$ cat src/rtl/ghost_sprite_reader.sv
// Ghost sprite RAM read side: address generation, latency alignment, transparency and frightened recolouring.
// Optional mirrored addressing is enabled with `define SPRITE_FLIP_X_EN (adds the flip_x input).
module ghost_sprite_reader #(
    parameter int                 SPRITE_W     = 20,
    parameter int                 SPRITE_H     = 20,
    parameter int                 ADDR_W       = 9,
    parameter int                 COLOR_W      = 24,
    parameter int                 POS_W        = 10,
    parameter logic [COLOR_W-1:0] TRANSPARENT  = 24'h000000,
    parameter int                 FLASH_PERIOD = 16
) (
    input  logic               Clk,
    input  logic               Reset,
    input  logic [POS_W-1:0]   DrawX,
    input  logic [POS_W-1:0]   DrawY,
    input  logic               pixel_valid,
    input  logic [POS_W-1:0]   GhostX,
    input  logic [POS_W-1:0]   GhostY,
    input  logic               frame_start,
    input  logic               frightened,
    input  logic               frightened_flash,
`ifdef SPRITE_FLIP_X_EN
    input  logic               flip_x,
`endif
    output logic [ADDR_W-1:0]  ram_read_address,
    input  logic [COLOR_W-1:0] ram_data,
    output logic [COLOR_W-1:0] pix_color,
    output logic               pix_hit,
    output logic               pix_valid_out
);

    localparam int PW     = POS_W + 1;
    localparam int PROD_W = 2 * PW;
    localparam int CNT_W  = $clog2(FLASH_PERIOD + 1);

    localparam logic [COLOR_W-1:0] FRIGHT_BLUE = 24'h2121FF;
    localparam logic [COLOR_W-1:0] FLASH_WHITE = 24'hFFFFFF;
    localparam logic [CNT_W-1:0]   CNT_LAST    = CNT_W'(FLASH_PERIOD - 1);

    logic [PW-1:0]      draw_x_s;
    logic [PW-1:0]      draw_y_s;
    logic [PW-1:0]      ghost_x_s;
    logic [PW-1:0]      ghost_y_s;
    logic [PW-1:0]      x_end_s;
    logic [PW-1:0]      y_end_s;
    logic [PW-1:0]      dx_s;
    logic [PW-1:0]      dy_s;
    logic [PW-1:0]      dx_eff_s;
    logic               in_box_s;
    logic [PROD_W-1:0]  addr_wide_s;
    logic [ADDR_W-1:0]  addr_s;

    logic               in_box_r1;
    logic               valid_r1;
    logic               in_box_r2;
    logic               valid_r2;

    logic [CNT_W-1:0]   flash_cnt_r;
    logic               flash_phase_r;
    logic [CNT_W-1:0]   flash_cnt_next_s;
    logic               flash_phase_next_s;

    logic [COLOR_W-1:0] color_next_s;
    logic               hit_next_s;

    // Box test and sprite-relative address, widened by one bit so box edges never wrap.
    always_comb begin
        draw_x_s  = {1'b0, DrawX};
        draw_y_s  = {1'b0, DrawY};
        ghost_x_s = {1'b0, GhostX};
        ghost_y_s = {1'b0, GhostY};
        x_end_s   = ghost_x_s + PW'(SPRITE_W);
        y_end_s   = ghost_y_s + PW'(SPRITE_H);
        dx_s      = draw_x_s - ghost_x_s;
        dy_s      = draw_y_s - ghost_y_s;
        in_box_s  = pixel_valid
                    && (draw_x_s >= ghost_x_s) && (draw_x_s < x_end_s)
                    && (draw_y_s >= ghost_y_s) && (draw_y_s < y_end_s);
`ifdef SPRITE_FLIP_X_EN
        if (flip_x) begin
            dx_eff_s = PW'(SPRITE_W - 1) - dx_s;
        end else begin
            dx_eff_s = dx_s;
        end
`else
        dx_eff_s  = dx_s;
`endif
        addr_wide_s = PROD_W'(dy_s) * PROD_W'(SPRITE_W) + PROD_W'(dx_eff_s);
        if (in_box_s) begin
            addr_s = addr_wide_s[ADDR_W-1:0];
        end else begin
            addr_s = {ADDR_W{1'b0}};
        end
    end

    // Flash phase advance; dropping frightened_flash clears even when frame_start coincides.
    always_comb begin
        flash_cnt_next_s   = flash_cnt_r;
        flash_phase_next_s = flash_phase_r;
        if (!frightened_flash) begin
            flash_cnt_next_s   = {CNT_W{1'b0}};
            flash_phase_next_s = 1'b0;
        end else if (frame_start) begin
            if (flash_cnt_r == CNT_LAST) begin
                flash_cnt_next_s   = {CNT_W{1'b0}};
                flash_phase_next_s = ~flash_phase_r;
            end else begin
                flash_cnt_next_s   = flash_cnt_r + CNT_W'(1'b1);
                flash_phase_next_s = flash_phase_r;
            end
        end else begin
            flash_cnt_next_s   = flash_cnt_r;
            flash_phase_next_s = flash_phase_r;
        end
    end

    // Final colour: mode inputs are taken live here, only the box flag travels with the pixel.
    always_comb begin
        hit_next_s   = 1'b0;
        color_next_s = {COLOR_W{1'b0}};
        if (in_box_r2 && (ram_data != TRANSPARENT)) begin
            hit_next_s = 1'b1;
            if (!frightened) begin
                color_next_s = ram_data;
            end else if (!frightened_flash) begin
                color_next_s = FRIGHT_BLUE;
            end else if (flash_phase_r) begin
                color_next_s = FLASH_WHITE;
            end else begin
                color_next_s = FRIGHT_BLUE;
            end
        end else begin
            hit_next_s   = 1'b0;
            color_next_s = {COLOR_W{1'b0}};
        end
    end

    // Three-stage pixel pipeline around the one-cycle sprite RAM, plus the flash state.
    always_ff @(posedge Clk or posedge Reset) begin
        if (Reset) begin
            ram_read_address <= {ADDR_W{1'b0}};
            in_box_r1        <= 1'b0;
            valid_r1         <= 1'b0;
            in_box_r2        <= 1'b0;
            valid_r2         <= 1'b0;
            pix_color        <= {COLOR_W{1'b0}};
            pix_hit          <= 1'b0;
            pix_valid_out    <= 1'b0;
            flash_cnt_r      <= {CNT_W{1'b0}};
            flash_phase_r    <= 1'b0;
        end else begin
            ram_read_address <= addr_s;
            in_box_r1        <= in_box_s;
            valid_r1         <= pixel_valid;
            in_box_r2        <= in_box_r1;
            valid_r2         <= valid_r1;
            pix_color        <= color_next_s;
            pix_hit          <= hit_next_s;
            pix_valid_out    <= valid_r2;
            flash_cnt_r      <= flash_cnt_next_s;
            flash_phase_r    <= flash_phase_next_s;
        end
    end

endmodule

$ cat config.mk
export PLATFORM = sky130hd
export DESIGN_NAME = ghost_sprite_reader
export DESIGN_NICKNAME = d
export VERILOG_FILES = /design/src/rtl/ghost_sprite_reader.sv
export SDC_FILE = /design/constraint.sdc
export NUM_CORES = 1
export LEC_CHECK = 0
export CORE_ASPECT_RATIO = 1.5
export CORE_MARGIN = 2
export CORE_UTILIZATION = 30
export CTS_CLUSTER_DIAMETER = 60
export DETAILED_ROUTE_END_ITERATION = 8
export PLACE_DENSITY = 0.62
export SYNTH_ARGS = -nofsm -noshare
export SYNTH_HDL_FRONTEND = slang
export SYNTH_SLANG_ARGS = --single-unit
$ cat constraint.sdc
create_clock -name Clk -period 2.95 [get_ports Clk]
set_input_delay 0.4425 -clock Clk [delete_from_list [all_inputs] [get_ports Clk]]
set_output_delay 0.4425 -clock Clk [all_outputs]
set_load 0.005 [all_outputs]
==> metrics <==
sequential cell area fraction in the yosys report 33.73%; violated checks setup timing; die extent in x 90.13 um; slew at the pin with the worst max-slew slack 904.8 ps; number of flip-flops and latches in the synthesized netlist 45; Skew-Pair Late Insertion Delay 280 ps; area grow syn2layout 69.08%; setup repair after global routing missed its margin true; count of clock tree sinks 45; DRT antenna net count 0; count of boundary I/O pins 105; min-delay worst type reg -> reg; number of global-route vias before repair 3355; arrival time worst endpoint 3740 ps; post-synthesis async set-or-reset flop share 100.0%; filler cell count in the final layout 1014; combined area of all synthesized cells 3338 um^2; time the final worst path needs with I/O delays and setup 3543 ps; largest cells by area after synthesis dfrtp_1 34%, ha_1 20%, nor2_1 7.0%; number of pins with negative max-slew slack in the final report 0; most used flip-flop cell after synthesis dfrtp_1; Min-Delay Startpoint valid_r1; root buf cell clkbuf_16; initial antenna violation count 0; kind of cell adding the most delay to the critical path adder cells; area share of the largest cell type after synthesis 33.73%; area of the multi-input gates 2396 um^2; Worst VDD drop 0.2258 mV; highest net fanout along the worst path 2; final period utilization 120.1%; Fmax achieved 0.2823 GHz; reg2reg start flash_cnt_r[0]; Levels on crit path 16; WP data required 3150 ps; Worst Skew 3.765 ps; Detailed Route Iter0 Violations 72; number of warning messages in the yosys log 0; number of input and output port buffers inserted 104; total DRC errors in the routed layout 0; Synth cell types 45; effective utilization at floorplan 30.52%; Worst Setup Slack, final -592.5 ps; total negative setup slack -1577 ps; length of the first detailed-routing pass in iterations 4; startpoint types primary input; area of placed instances 5081 um^2; clock transition at the register clock pins on the worst setup and hold paths after CTS 60 ps; Buf+Inv Stages, Crit Path 2; placed instance count 655; post-route standard cell area excluding fillers 5644 um^2; crit path launch DrawY[1]; Slew headroom 39.59%; Die Y 133.2 um; Via Count 3201; Final Non-Filler Cells 677; most common library cells after synthesis 62 x nor2_1, 53 x ha_1, 45 x dfrtp_1, 32 x inv_1, 19 x xnor2_1; core box area 10940 um^2; count of endpoints failing hold in the final timing report 0; die area 12000 um^2; maximum buffer depth of the clock tree 2; number of nets in the layout 662; wire length per cell 13.82 um; final setup vio count 3; worst reg2reg path depth 4; pwr dens 493.0 nW/um^2; TritonCTS clock tree yes; Static Leakage 2.612 nW; gpl congestion 0.9359; outcome finished, violations left; mean cell area of the mapped netlist 9.511 um^2; category of the critical setup timing path in -> reg; number of max-cap violations 0; total routing resource utilization after global routing 15.98%; Synth Instances 351; antenna diode instance count 0; global-route wire length before repair 15.52 mm; remaining global-route overflow 0; leading cell type by number of instances after synthesis nor2_1; cell occurring most often along the worst timing path fa_2; cell-by-cell listing of the critical path buf_2 -> buf_4 -> fa_2 -> a21o_1 -> a21oi_4 -> xnor2_4 -> ha_4 -> fa_2 -> xor2_4 -> fa_2 -> ha_4 -> nor2_4 -> nor2_4 -> o41ai_4 -> xnor2_1 -> nor3_1; number of enable-type register cells in the synthesized netlist 0; delay contributed by the slowest stage of the critical path 490 ps; detailed-route vias per instance 4.728; Max H-tree Level 2; number of standard-cell rows in the floorplan 47; storage element area 1126 um^2; cell taking the most area after synthesis dfrtp_1; Synth Net Count 484; Routed WL 9.354 mm; post-detail-place hpwl 7.679 mm; pin count of the biggest net entering global routing 46; fraction of final layout cells sized beyond drive strength 1 25.66%; CP max stage cell fa_2; Hold Buf Count CTS 0; Critical Path End Type flop; Hold Path Depth 0; clock buffer count from CTS 5
[worst register-to-register path, stage by stage (launching register included)]
cell and delay [ps]:
dfrtp_1 380, ha_1 180, nand4_1 150, or3_1 330, a21boi_0 180
[placed cells by master (no fill, tap or decap), drive strengths merged, types with 7 or more instances in the layout]
cell and count:
clkdlybuf4s50 90, buf 80, nor2 62, a21o 7, fa 10, nor3 13, ha 53, nand2 9
dfrtp 45, inv 32, clkbuf 9, nor4 7, xnor2 19, o21ai 14, a21oi 13, xor2 9
[repair_timing]
action / 4_1_cts / 5_1_grt
pin swaps: 20 / 39
endpoints found under the setup margin: 10 / 10
gates resized for setup: 46 / 51
gates cloned: 1 / 0
hold endpoints to repair: 0 / 0
setup buffers: 7 / 7
[final timing paths]
check,slack (ps),endpoint
setup / recovery,-590,ram_read_address[8]
hold / removal,350,valid_r2
setup reg to reg,1640,flash_phase_r
hold reg to reg,350,valid_r2
max in group asynchronous,1700,pix_color[8]
min in group asynchronous,670,pix_color[17]
[through the flow]
stage / setup WS, ps / hold slack (ps) / power (mW) / util [%]
detailed placement: -1349 / 336.4 / 1.907 / 46.45
global placement: -1232 / 332.3 / 1.859 / 46.45
floorplan: -617.7 / 331.2 / 1.435 / -
finish: -592.5 / 348.5 / 2.783 / 51.60
global route: -737.9 / 355.7 / 2.981 / 51.60
CTS: -707.3 / 350.4 / 2.575 / 49.25
[cell families (layout without fill, tap and decap cells)]
family	Yosys count	after routing	share of synthesized area, %
buffers and inverters	39	218	4.648
adder cells (fa/ha/maj)	63	63	25.86
multiplexers	1	1	0.2999
AO/OA/AOI/OAI	59	59	11.81
XOR/XNOR	28	28	7.346
AND/OR/NAND/NOR	116	116	16.30
flip-flops	45	45	33.73
[state kept, by name (all words and copies together) (netlist names)]
register,cells
valid_r2,1
flash_cnt_r,5
flash_phase_r,1
pix_hit,1
in_box_r2,1
valid_r1,1
in_box_r1,1
ram_read_address,9
pix_color,24
pix_valid_out,1
[routing by layer]
| metal | vias to the layer above | global-route usage [%] | share of wire, % |
|---|---|---|---|
| li1 | 1567 | - | - |
| met4 | 0 | 4.701 | 1.5 |
| met1 | 1521 | 15.51 | 36 |
| met3 | 12 | 3.281 | 5.3 |
| met5 | - | 0 | 0 |
| met2 | 101 | 33.00 | 57 |
[cell type report]
cell class	count	area share, %
repair buffers	178	29.15
inverters	32	2.394
flip-flops and latches	45	19.95
clock inverters	1	0.08867
well taps	147	3.259
clock buffers	7	2.704
multi-input cells	267	42.45
[power by group]
group / leakage (nW) / internal [mW] / total (mW) / switching [mW]
registers: 0.618 / 0.637 / 0.644 / 0.00686
clock network: 0.0799 / 0.358 / 0.580 / 0.221
logic: 1.91 / 0.880 / 1.56 / 0.679
(Power assumes the default switching activity.)
